===== src/rtl/mcb_pkg.sv =====
// Shared MCB command codes, burst-length width and frame writer state encoding.
package mcb_pkg;

  localparam logic [2:0] MCB_CMD_WRITE = 3'b000;
  localparam logic [2:0] MCB_CMD_READ  = 3'b001;
  localparam int         MCB_BL_W      = 6;

  typedef enum logic [1:0] {
    ST_WAIT_CAL = 2'd0,
    ST_FILL     = 2'd1,
    ST_CMD      = 2'd2,
    ST_DRAIN    = 2'd3
  } fw_state_e;

endpackage


===== src/rtl/sync_2ff.sv =====
// Two-flop synchroniser for a single slow asynchronous level.
module sync_2ff (
  input  logic clk,
  input  logic nreset,
  input  logic d,
  output logic q
);

  logic meta_q;
  logic sync_q;

  always_ff @(posedge clk or negedge nreset) begin
    if (!nreset) begin
      meta_q <= 1'b0;
      sync_q <= 1'b0;
    end else begin
      meta_q <= d;
      sync_q <= meta_q;
    end
  end

  assign q = sync_q;

endmodule


===== src/rtl/mcb_frame_writer.sv =====
// Packs pixel beats into MCB write bursts and rotates across NUM_BUFS frame buffers.
// Optional build macro FW_TIMEOUT_FLUSH_EN flushes a stalled partial burst after TIMEOUT idle cycles.
module mcb_frame_writer
  import mcb_pkg::*;
#(
  parameter int DATA_W      = 64,
  parameter int BURST_LEN   = 32,
  parameter int FRAME_WORDS = 8820,
  parameter int NUM_BUFS    = 2,
  parameter int BASE_ADDR   = 0,
  parameter int TIMEOUT     = 64
) (
  input  logic                        clk,
  input  logic                        nreset,
  input  logic                        calib_done,
  input  logic                        pix_valid,
  input  logic [DATA_W-1:0]           pix_data,
  input  logic                        pix_last,
  output logic                        pix_ready,
  output logic                        wr_en,
  output logic [DATA_W-1:0]           wr_data,
  output logic [DATA_W/8-1:0]         wr_mask,
  input  logic                        wr_full,
  input  logic                        wr_empty,
  output logic                        cmd_en,
  output logic [2:0]                  cmd_instr,
  output logic [MCB_BL_W-1:0]         cmd_bl,
  output logic [29:0]                 cmd_byte_addr,
  input  logic                        cmd_full,
  output logic [$clog2(NUM_BUFS)-1:0] front_buf,
  output logic                        frame_done,
  output logic                        overflow
);

  localparam int BUF_W  = $clog2(NUM_BUFS);
  localparam int CNT_W  = 7;
  localparam int FCNT_W = $clog2(FRAME_WORDS + 1);

  localparam logic [CNT_W-1:0]  BL_C          = CNT_W'(BURST_LEN);
  localparam logic [CNT_W-1:0]  CNT_ONE       = CNT_W'(1);
  localparam logic [FCNT_W-1:0] FW_C          = FCNT_W'(FRAME_WORDS);
  localparam logic [FCNT_W-1:0] FCNT_ONE      = FCNT_W'(1);
  localparam logic [BUF_W-1:0]  LAST_BUF      = BUF_W'(NUM_BUFS - 1);
  localparam logic [BUF_W-1:0]  BUF_ONE       = BUF_W'(1);
  localparam logic [29:0]       BYTES_C       = 30'(DATA_W / 8);
  localparam logic [29:0]       FRAME_BYTES_C = 30'(FRAME_WORDS * (DATA_W / 8));
  localparam logic [29:0]       BASE_C        = 30'(BASE_ADDR);

  fw_state_e           state_q, state_d;
  logic [CNT_W-1:0]    count_q, count_d;
  logic [FCNT_W-1:0]   frame_cnt_q, frame_cnt_d;
  logic [29:0]         ptr_q, ptr_d;
  logic [BUF_W-1:0]    buf_q, buf_d;
  logic [BUF_W-1:0]    front_buf_q, front_buf_d;
  logic                frame_done_q, frame_done_d;
  logic                ovf_q, ovf_d;
  logic                last_q, last_d;
  logic                wr_en_q, wr_en_d;
  logic [DATA_W-1:0]   wr_data_q, wr_data_d;
  logic                pix_ready_c;
  logic                cmd_en_c;
  logic                close_c;
  logic [BUF_W-1:0]    buf_next;
  logic                cal_sync;

`ifdef FW_TIMEOUT_FLUSH_EN
  localparam int             TO_W   = $clog2(TIMEOUT + 1);
  localparam logic [TO_W-1:0] TO_LAST = TO_W'(TIMEOUT - 1);
  localparam logic [TO_W-1:0] TO_ONE  = TO_W'(1);
  logic [TO_W-1:0] idle_q, idle_d;
`else
  logic unused_timeout;
  assign unused_timeout = ^TIMEOUT;
`endif

  sync_2ff u_cal_sync (
    .clk    (clk),
    .nreset (nreset),
    .d      (calib_done),
    .q      (cal_sync)
  );

  assign buf_next = (buf_q == LAST_BUF) ? '0 : buf_q + BUF_ONE;

  always_comb begin
    state_d      = state_q;
    count_d      = count_q;
    frame_cnt_d  = frame_cnt_q;
    ptr_d        = ptr_q;
    buf_d        = buf_q;
    front_buf_d  = front_buf_q;
    frame_done_d = 1'b0;
    ovf_d        = ovf_q;
    last_d       = last_q;
    wr_en_d      = 1'b0;
    wr_data_d    = wr_data_q;
    pix_ready_c  = 1'b0;
    cmd_en_c     = 1'b0;
    close_c      = 1'b0;
`ifdef FW_TIMEOUT_FLUSH_EN
    idle_d       = '0;
`endif
    unique case (state_q)
      ST_WAIT_CAL: begin
        if (cal_sync) state_d = ST_FILL;
      end
      ST_FILL: begin
        pix_ready_c = !wr_full && (count_q < BL_C);
        if (pix_valid && pix_ready_c) begin
          last_d = pix_last;
          // Beats beyond the frame size are swallowed so the source never stalls.
          if (frame_cnt_q < FW_C) begin
            wr_en_d     = 1'b1;
            wr_data_d   = pix_data;
            count_d     = count_q + CNT_ONE;
            frame_cnt_d = frame_cnt_q + FCNT_ONE;
          end else begin
            ovf_d = 1'b1;
          end
          if (pix_last || (count_d == BL_C)) state_d = ST_CMD;
        end
`ifdef FW_TIMEOUT_FLUSH_EN
        else if (count_q != '0) begin
          if (idle_q == TO_LAST) state_d = ST_CMD;
          else                   idle_d  = idle_q + TO_ONE;
        end
`endif
      end
      ST_CMD: begin
        // An empty burst only arises when pix_last landed on an overflow beat.
        if (count_q == '0) begin
          close_c = 1'b1;
        end else if (!wr_en_q && !cmd_full) begin
          cmd_en_c = 1'b1;
          close_c  = 1'b1;
        end
        if (close_c) begin
          state_d = ST_DRAIN;
          count_d = '0;
          ptr_d   = ptr_q + 30'(count_q) * BYTES_C;
          if (last_q) begin
            front_buf_d  = buf_q;
            frame_done_d = 1'b1;
            buf_d        = buf_next;
            ptr_d        = BASE_C + 30'(buf_next) * FRAME_BYTES_C;
            frame_cnt_d  = '0;
            last_d       = 1'b0;
          end
        end
      end
      ST_DRAIN: begin
        if (wr_empty) state_d = ST_FILL;
      end
      default: state_d = ST_WAIT_CAL;
    endcase
  end

  always_ff @(posedge clk or negedge nreset) begin
    if (!nreset) begin
      state_q      <= ST_WAIT_CAL;
      count_q      <= '0;
      frame_cnt_q  <= '0;
      ptr_q        <= BASE_C;
      buf_q        <= '0;
      front_buf_q  <= '0;
      frame_done_q <= 1'b0;
      ovf_q        <= 1'b0;
      last_q       <= 1'b0;
      wr_en_q      <= 1'b0;
      wr_data_q    <= '0;
`ifdef FW_TIMEOUT_FLUSH_EN
      idle_q       <= '0;
`endif
    end else begin
      state_q      <= state_d;
      count_q      <= count_d;
      frame_cnt_q  <= frame_cnt_d;
      ptr_q        <= ptr_d;
      buf_q        <= buf_d;
      front_buf_q  <= front_buf_d;
      frame_done_q <= frame_done_d;
      ovf_q        <= ovf_d;
      last_q       <= last_d;
      wr_en_q      <= wr_en_d;
      wr_data_q    <= wr_data_d;
`ifdef FW_TIMEOUT_FLUSH_EN
      idle_q       <= idle_d;
`endif
    end
  end

  assign pix_ready     = pix_ready_c;
  assign wr_en         = wr_en_q;
  assign wr_data       = wr_data_q;
  assign wr_mask       = '0;
  assign cmd_en        = cmd_en_c;
  assign cmd_instr     = MCB_CMD_WRITE;
  assign cmd_bl        = cmd_en_c ? MCB_BL_W'(count_q - CNT_ONE) : '0;
  assign cmd_byte_addr = cmd_en_c ? ptr_q : '0;
  assign front_buf     = front_buf_q;
  assign frame_done    = frame_done_q;
  assign overflow      = ovf_q;

endmodule


===== config.mk =====
export PLATFORM = sky130hd
export DESIGN_NAME = mcb_frame_writer
export DESIGN_NICKNAME = d
export VERILOG_FILES = /design/src/rtl/mcb_pkg.sv /design/src/rtl/sync_2ff.sv /design/src/rtl/mcb_frame_writer.sv
export SDC_FILE = /design/constraint.sdc
export NUM_CORES = 1
export LEC_CHECK = 0
export BUFFER_PORTS_ARGS = -buffer_cell sky130_fd_sc_hd__buf_2
export CORE_UTILIZATION = 40
export DETAILED_ROUTE_END_ITERATION = 6
export GPL_TIMING_DRIVEN = 1
export MAX_ROUTING_LAYER = met4
export PLACE_DENSITY = 0.72
export SLEW_MARGIN = 20
export SYNTH_ARGS = -nofsm -noshare
export SYNTH_HDL_FRONTEND = slang
export SYNTH_SLANG_ARGS = --single-unit

===== constraint.sdc =====
create_clock -name clk -period 3.4 [get_ports clk]
set_clock_uncertainty 0.2 [all_clocks]
set_input_delay 0.17 -clock clk [delete_from_list [all_inputs] [get_ports clk]]
set_output_delay 0.17 -clock clk [all_outputs]
set_load 0.1 [all_outputs]

After elaboration in Yosys (flattened, before gate mapping)
Cells that the tools add are included.
{ "word_totals": {"register_bits": 125, "elab_cells": 86} }
{ "classes": {"bitwise": 1, "n_mux": 36, "addsub": 5, "order_cmp": 2, "eq_ne": 11, "mul": 1, "reduce_logical": 17} }
{ "ops": {"columns": ["op", "count"], "rows": [
  ["$mux W30", 2],
  ["$mux W14", 4],
  ["$mux W7", 5],
  ["$add A30 B10 Y30", 1],
  ["$pmux W14 S2", 1],
  ["$mux W1", 15],
  ["$add A14 B1 Y14 const B", 1],
  ["$lt A14 B14 Y1 const B", 1],
  ["$pmux W7 S2", 1],
  ["$mul A1 B12 Y13 const B", 1],
  ["$ne A2 B2 Y1 const B", 6],
  ["$reduce_and A3 Y1", 4],
  ["$mux W2", 5],
  ["$reduce_and A5 Y1", 2],
  ["$pmux W2 S4", 1],
  ["$add A7 B1 Y7 const B", 1],
  ["$eq A7 B6 Y1 const B", 1],
  ["$logic_not A7 Y1", 1],
  ["$lt A7 B6 Y1 const B", 1],
  ["$mux W6", 1],
  ["$sub A6 B1 Y6 const B", 1],
  ["$eq A2 B2 Y1 const B", 2],
  ["$logic_and A1 B1 Y1", 3],
  ["$logic_not A1 Y1", 3],
  ["other kinds (9)", 9]
]} }

Longest topological paths before layout
{ "depth": {"depth_word": 10, "ltp_mapped": 10, "ltp_nobuf": 9} }

By module
A second synthesis with hierarchy kept.
{ "hier_totals": {"cells_unflattened": 581, "hier_area_um2": 6241.0} }
{ "modules_own_cells": {"columns": ["module", "n_inst", "seq_area_each_um2", "area_each_um2", "cells_each"], "rows": [
  ["mcb_frame_writer", 1, 3002.9, 6190.9, 579],
  ["sync_2ff", 1, 50.0, 50.0, 2]
]} }

Least setup slack after synthesis
No wires, ideal clock.
{ "synth_timing": {"path_kind": "register -> output", "startpoint": "register count_q[0]", "endpoint": "output port cmd_byte_addr[20]", "slack_ns": -0.236, "stages_incl_launch_ff": 9, "arrival_time_ns": 3.266, "n_path_buf": 2, "cell_sequence": "dfrtp_1 clkbuf_1 inv_1 ha_1 nand3_2 nand3_1 inv_1 clkbuf_1 and2_1"} }
{ "synth_between": {"elab_chain_cells": 4} }
{ "synth_lines": {"columns": ["item", "line", "rtl"], "rows": [
  ["start: declaration", "mcb_frame_writer.sv:50", "logic [CNT_W-1:0] count_q, count_d;"],
  ["start signal: assignment", "mcb_frame_writer.sv:176", "count_q <= count_d;"],
  ["$logic_not A7 Y1", "mcb_frame_writer.sv:131", "if (count_q == '0) begin"],
  ["$mux W1", "mcb_frame_writer.sv:131", null],
  ["$mux W1", "mcb_frame_writer.sv:103", "unique case (state_q)"],
  ["via cmd_en", "mcb_frame_writer.sv:25", "output logic cmd_en,"],
  ["$mux W30", "mcb_frame_writer.sv:199", "assign cmd_byte_addr = cmd_en_c ? ptr_q : '0;"],
  ["end: declaration", "mcb_frame_writer.sv:28", "output logic [29:0] cmd_byte_addr,"]
]} }
The timed path passes the listed nets, and every way through them passes these cells.

Worst setup path after layout
{ "layout_timing": {"startpoint": "register count_q[2]", "endpoint": "output port cmd_byte_addr[18]"} }
{ "layout_between": {"elab_chain_cells": 4} }
{ "layout_lines": {"columns": ["item", "line"], "rows": [
  ["$logic_not A7 Y1", "mcb_frame_writer.sv:131"],
  ["$mux W1", "mcb_frame_writer.sv:131"],
  ["$mux W1", "mcb_frame_writer.sv:103"],
  ["$mux W30", "mcb_frame_writer.sv:199"]
]} }
Every way passes these cells.

==> flow_metrics.py <==
metrics = {
    "die": {
        "die_w_um": 125,
        "io_pins": 189,
        "dieArea_mm2": 0.0156,
        "core_area_mm2": 0.0146,
        "die_y_um": 125,
        "initial_core_util_pct": 41.4,
        "rows": 44,
    },
    "logic_synthesis": {
        "seq_area_frac_synth_pct": 50.4,
        "async_reset_ff_share_pct": 100,
        "synth_top_area_cell": "dfrtp_1",
        "yosys-top-cells-area": "dfrtp_1 50%, mux2_2 12%, and2_1 3.3%, ha_1 3.3%, o21ai_0 2.9%",
        "synth.distinct_cells": 52,
        "yosys_most_used_dff": "dfrtp_1",
        "synth_seq_cells": 122,
        "synth_warnings": 0,
        "yosys.area.top_type_share_pct": 50.4,
        "synth_edf_count": 0,
        "syn_area_mm2": 0.00606,
        "avgSynthCellArea_um2": 11.0,
        "synth.cells.most_frequent": "122 x dfrtp_1, 65 x mux2_2, 41 x nor2_1, 37 x nand2_1, 35 x o21ai_0",
        "netlist_instances": 552,
        "yosysMostFrequentCell": "dfrtp_1",
    },
    "critical_path": {
        "ff2ff_setup_slack_ns": 0.57,
        "cp_slowest_cell": "dfrtp_1",
        "required_ns": 3.03,
        "path_depth": 6,
        "crit_path_end_kind": "output port",
        "worstPathCellList": "nor3_2 -> nand3_2 -> nand3_1 -> clkinvlp_4 -> and2_1 -> buf_2",
        "r2r-start": "count_q[0]$_DFFE_PN0P_",
        "slowest_delay_ns": 0.54,
        "r2r-end": "ptr_q[11]$_DFFE_PN0P_",
        "r2r_cells": 9,
        "critical_path_class": "reg2out",
        "cp_top_family": "simple AND/OR/NAND/NOR gates",
        "cp-start-kind": "flip-flop",
        "cp_max_fo": 28,
        "worstPathArrival_ns": 2.79,
        "path_buf_inv": 2,
    },
    "timing": {
        "fmax_mhz": 316,
        "tightest_slew_ns": 0.849,
        "final-setup-viol-count": 0,
        "hold_violations": 0,
        "slew_violations": 0,
        "fin_crit_sh_pct": 92.9,
        "period_needed_ns": 3.16,
        "slew_headroom_pct": 43.3,
    },
    "grt": {
        "gr-total-overflow": 0,
        "grt_pass1_wl_um": 24900,
        "grt_max_degree": 60,
        "grt_pass1_vias": 4963,
        "antenna_found_initial": 0,
        "grt_use_total_pct": 20.8,
    },
    "routing": {
        "drt_iter0_drc": 292,
        "drt-total-wl_um": 15000,
        "via_count": 4928,
        "dr.pass1.iters": 7,
        "drc_errors": 2,
        "vias_per_cell": 4.97,
        "routedWlPerCell_um": 15.1,
        "antenna_left": 0,
    },
    "cells_and_area": {
        "n_antenna_cell": 0,
        "drive_gt1_share_pct": 36.5,
        "final_cells": 992,
        "nets": 884,
        "syn2layout_area_growth_pct": 37.8,
    },
    "placement": {
        "portBuffers": 174,
        "hpwl_um": 9780,
        "place_inst": 892,
        "gp_congestion": 0.814,
    },
    "cts": {
        "clk_path_buf_depth": 2,
        "cts_tree": "done",
        "cts_max_level": 4,
        "cts_root_buf": "clkbuf_16",
        "insertion_delay_ns": 0.40,
        "clk_pin_slew_ns": 0.05,
        "postCtsSetupBuffers": 0,
        "numCtsBuffers": 17,
        "cts.sinks": 122,
    },
    "status": {
        "status": "complete, but fails checks",
        "violations": "DRC",
    },
    "run": {
        "maxCapViolations": 0,
    },
    "hold_path": {
        "hp-class": "in2async",
    },
}
## cell families after synthesis
logic type | after synthesis | share of synthesized area (%)
AO/OA/AOI/OAI | 85 | 9.25
XOR/XNOR | 30 | 4.34
adder cells (fa/ha/maj) | 17 | 3.64
buffers and inverters | 52 | 4.44
flip-flops | 122 | 50.4
multiplexers | 70 | 12.9
other | 1 | 0.0619
AND/OR/NAND/NOR | 175 | 14.9
## worst max path at each step
stage                           startpoint                    end  slack, ns
finish              count_q[2]$_DFFE_PN0P_      cmd_byte_addr[18]       0.24
floorplan           count_q[0]$_DFFE_PN0P_      cmd_byte_addr[20]       0.25
CTS                 count_q[1]$_DFFE_PN0P_      cmd_byte_addr[22]       0.12
global route        count_q[2]$_DFFE_PN0P_      cmd_byte_addr[18]     -0.009
global placement    count_q[0]$_DFFE_PN0P_  ptr_q[11]$_DFFE_PN0P_       0.65
detailed placement  count_q[0]$_DFFE_PN0P_      cmd_byte_addr[22]       0.56
## registers in the layout, indices dropped and copies added, names as in the netlist, 2 cells and up
name / count
wr_data: 64
frame_cnt_q: 14
ptr_q: 27
state_q: 2
count_q: 7
## stage by stage
step                setup WS (ns)  TNS [ns]  util (%)  instance area [um2]  hold slack, ns
global placement            0.649         0      48.4                 7080         0.00100
finish                      0.240         0      57.0                 8340          0.0927
floorplan                   0.254         0         -                 6110          -0.326
detailed placement          0.562         0      48.4                 7080        -0.00387
CTS                         0.115         0      57.0                 8340           0.102
global route             -0.00935   -0.0169      57.0                 8340           0.142
## final cells by class
class                           count  area [um2]
Timing Repair Buffer              252        1650
Clock buffer                       23         488
Multi-Input combinational cell    391        2790
Fill cell                        1232        6300
Tap cell                          184         230
Inverter                           11        45.0
Clock inverter                      9        88.8
Sequential cell                   122        3050
## routing by layer
| layer | track usage (%) | wire, um |
|---|---|---|
| met1 | 24.8 | 6460 |
| met3 | 3.98 | 596 |
| met5 | - | 0 |
| met2 | 34.4 | 7570 |
| met4 | 8.82 | 339 |
## repair_timing
| item | in CTS | in global routing |
|---|---|---|
| hold endpoints to repair | 106 | 0 |
| hold buffers | 68 | 0 |
| endpoints found under the setup margin | 0 | 27 |
| gates resized for setup | 0 | 1 |
## cell usage in the layout (no fill, tap or decap), types with 11 or more instances in the layout
cell,instances
mux2_2,65
buf_2,173
and2_1,32
clkbuf_16,17
xor2_1,20
dfrtp_1,122
a21oi_1,11
nor2_1,41
and3_1,15
nand2_1,37
dlygate4sd3_1,68
nand3_1,17
o21ai_0,35
conb_1,14
ha_1,16
Power is not shown: default switching activity piles up to over one toggle a cycle in this logic, so the estimate is an artifact.
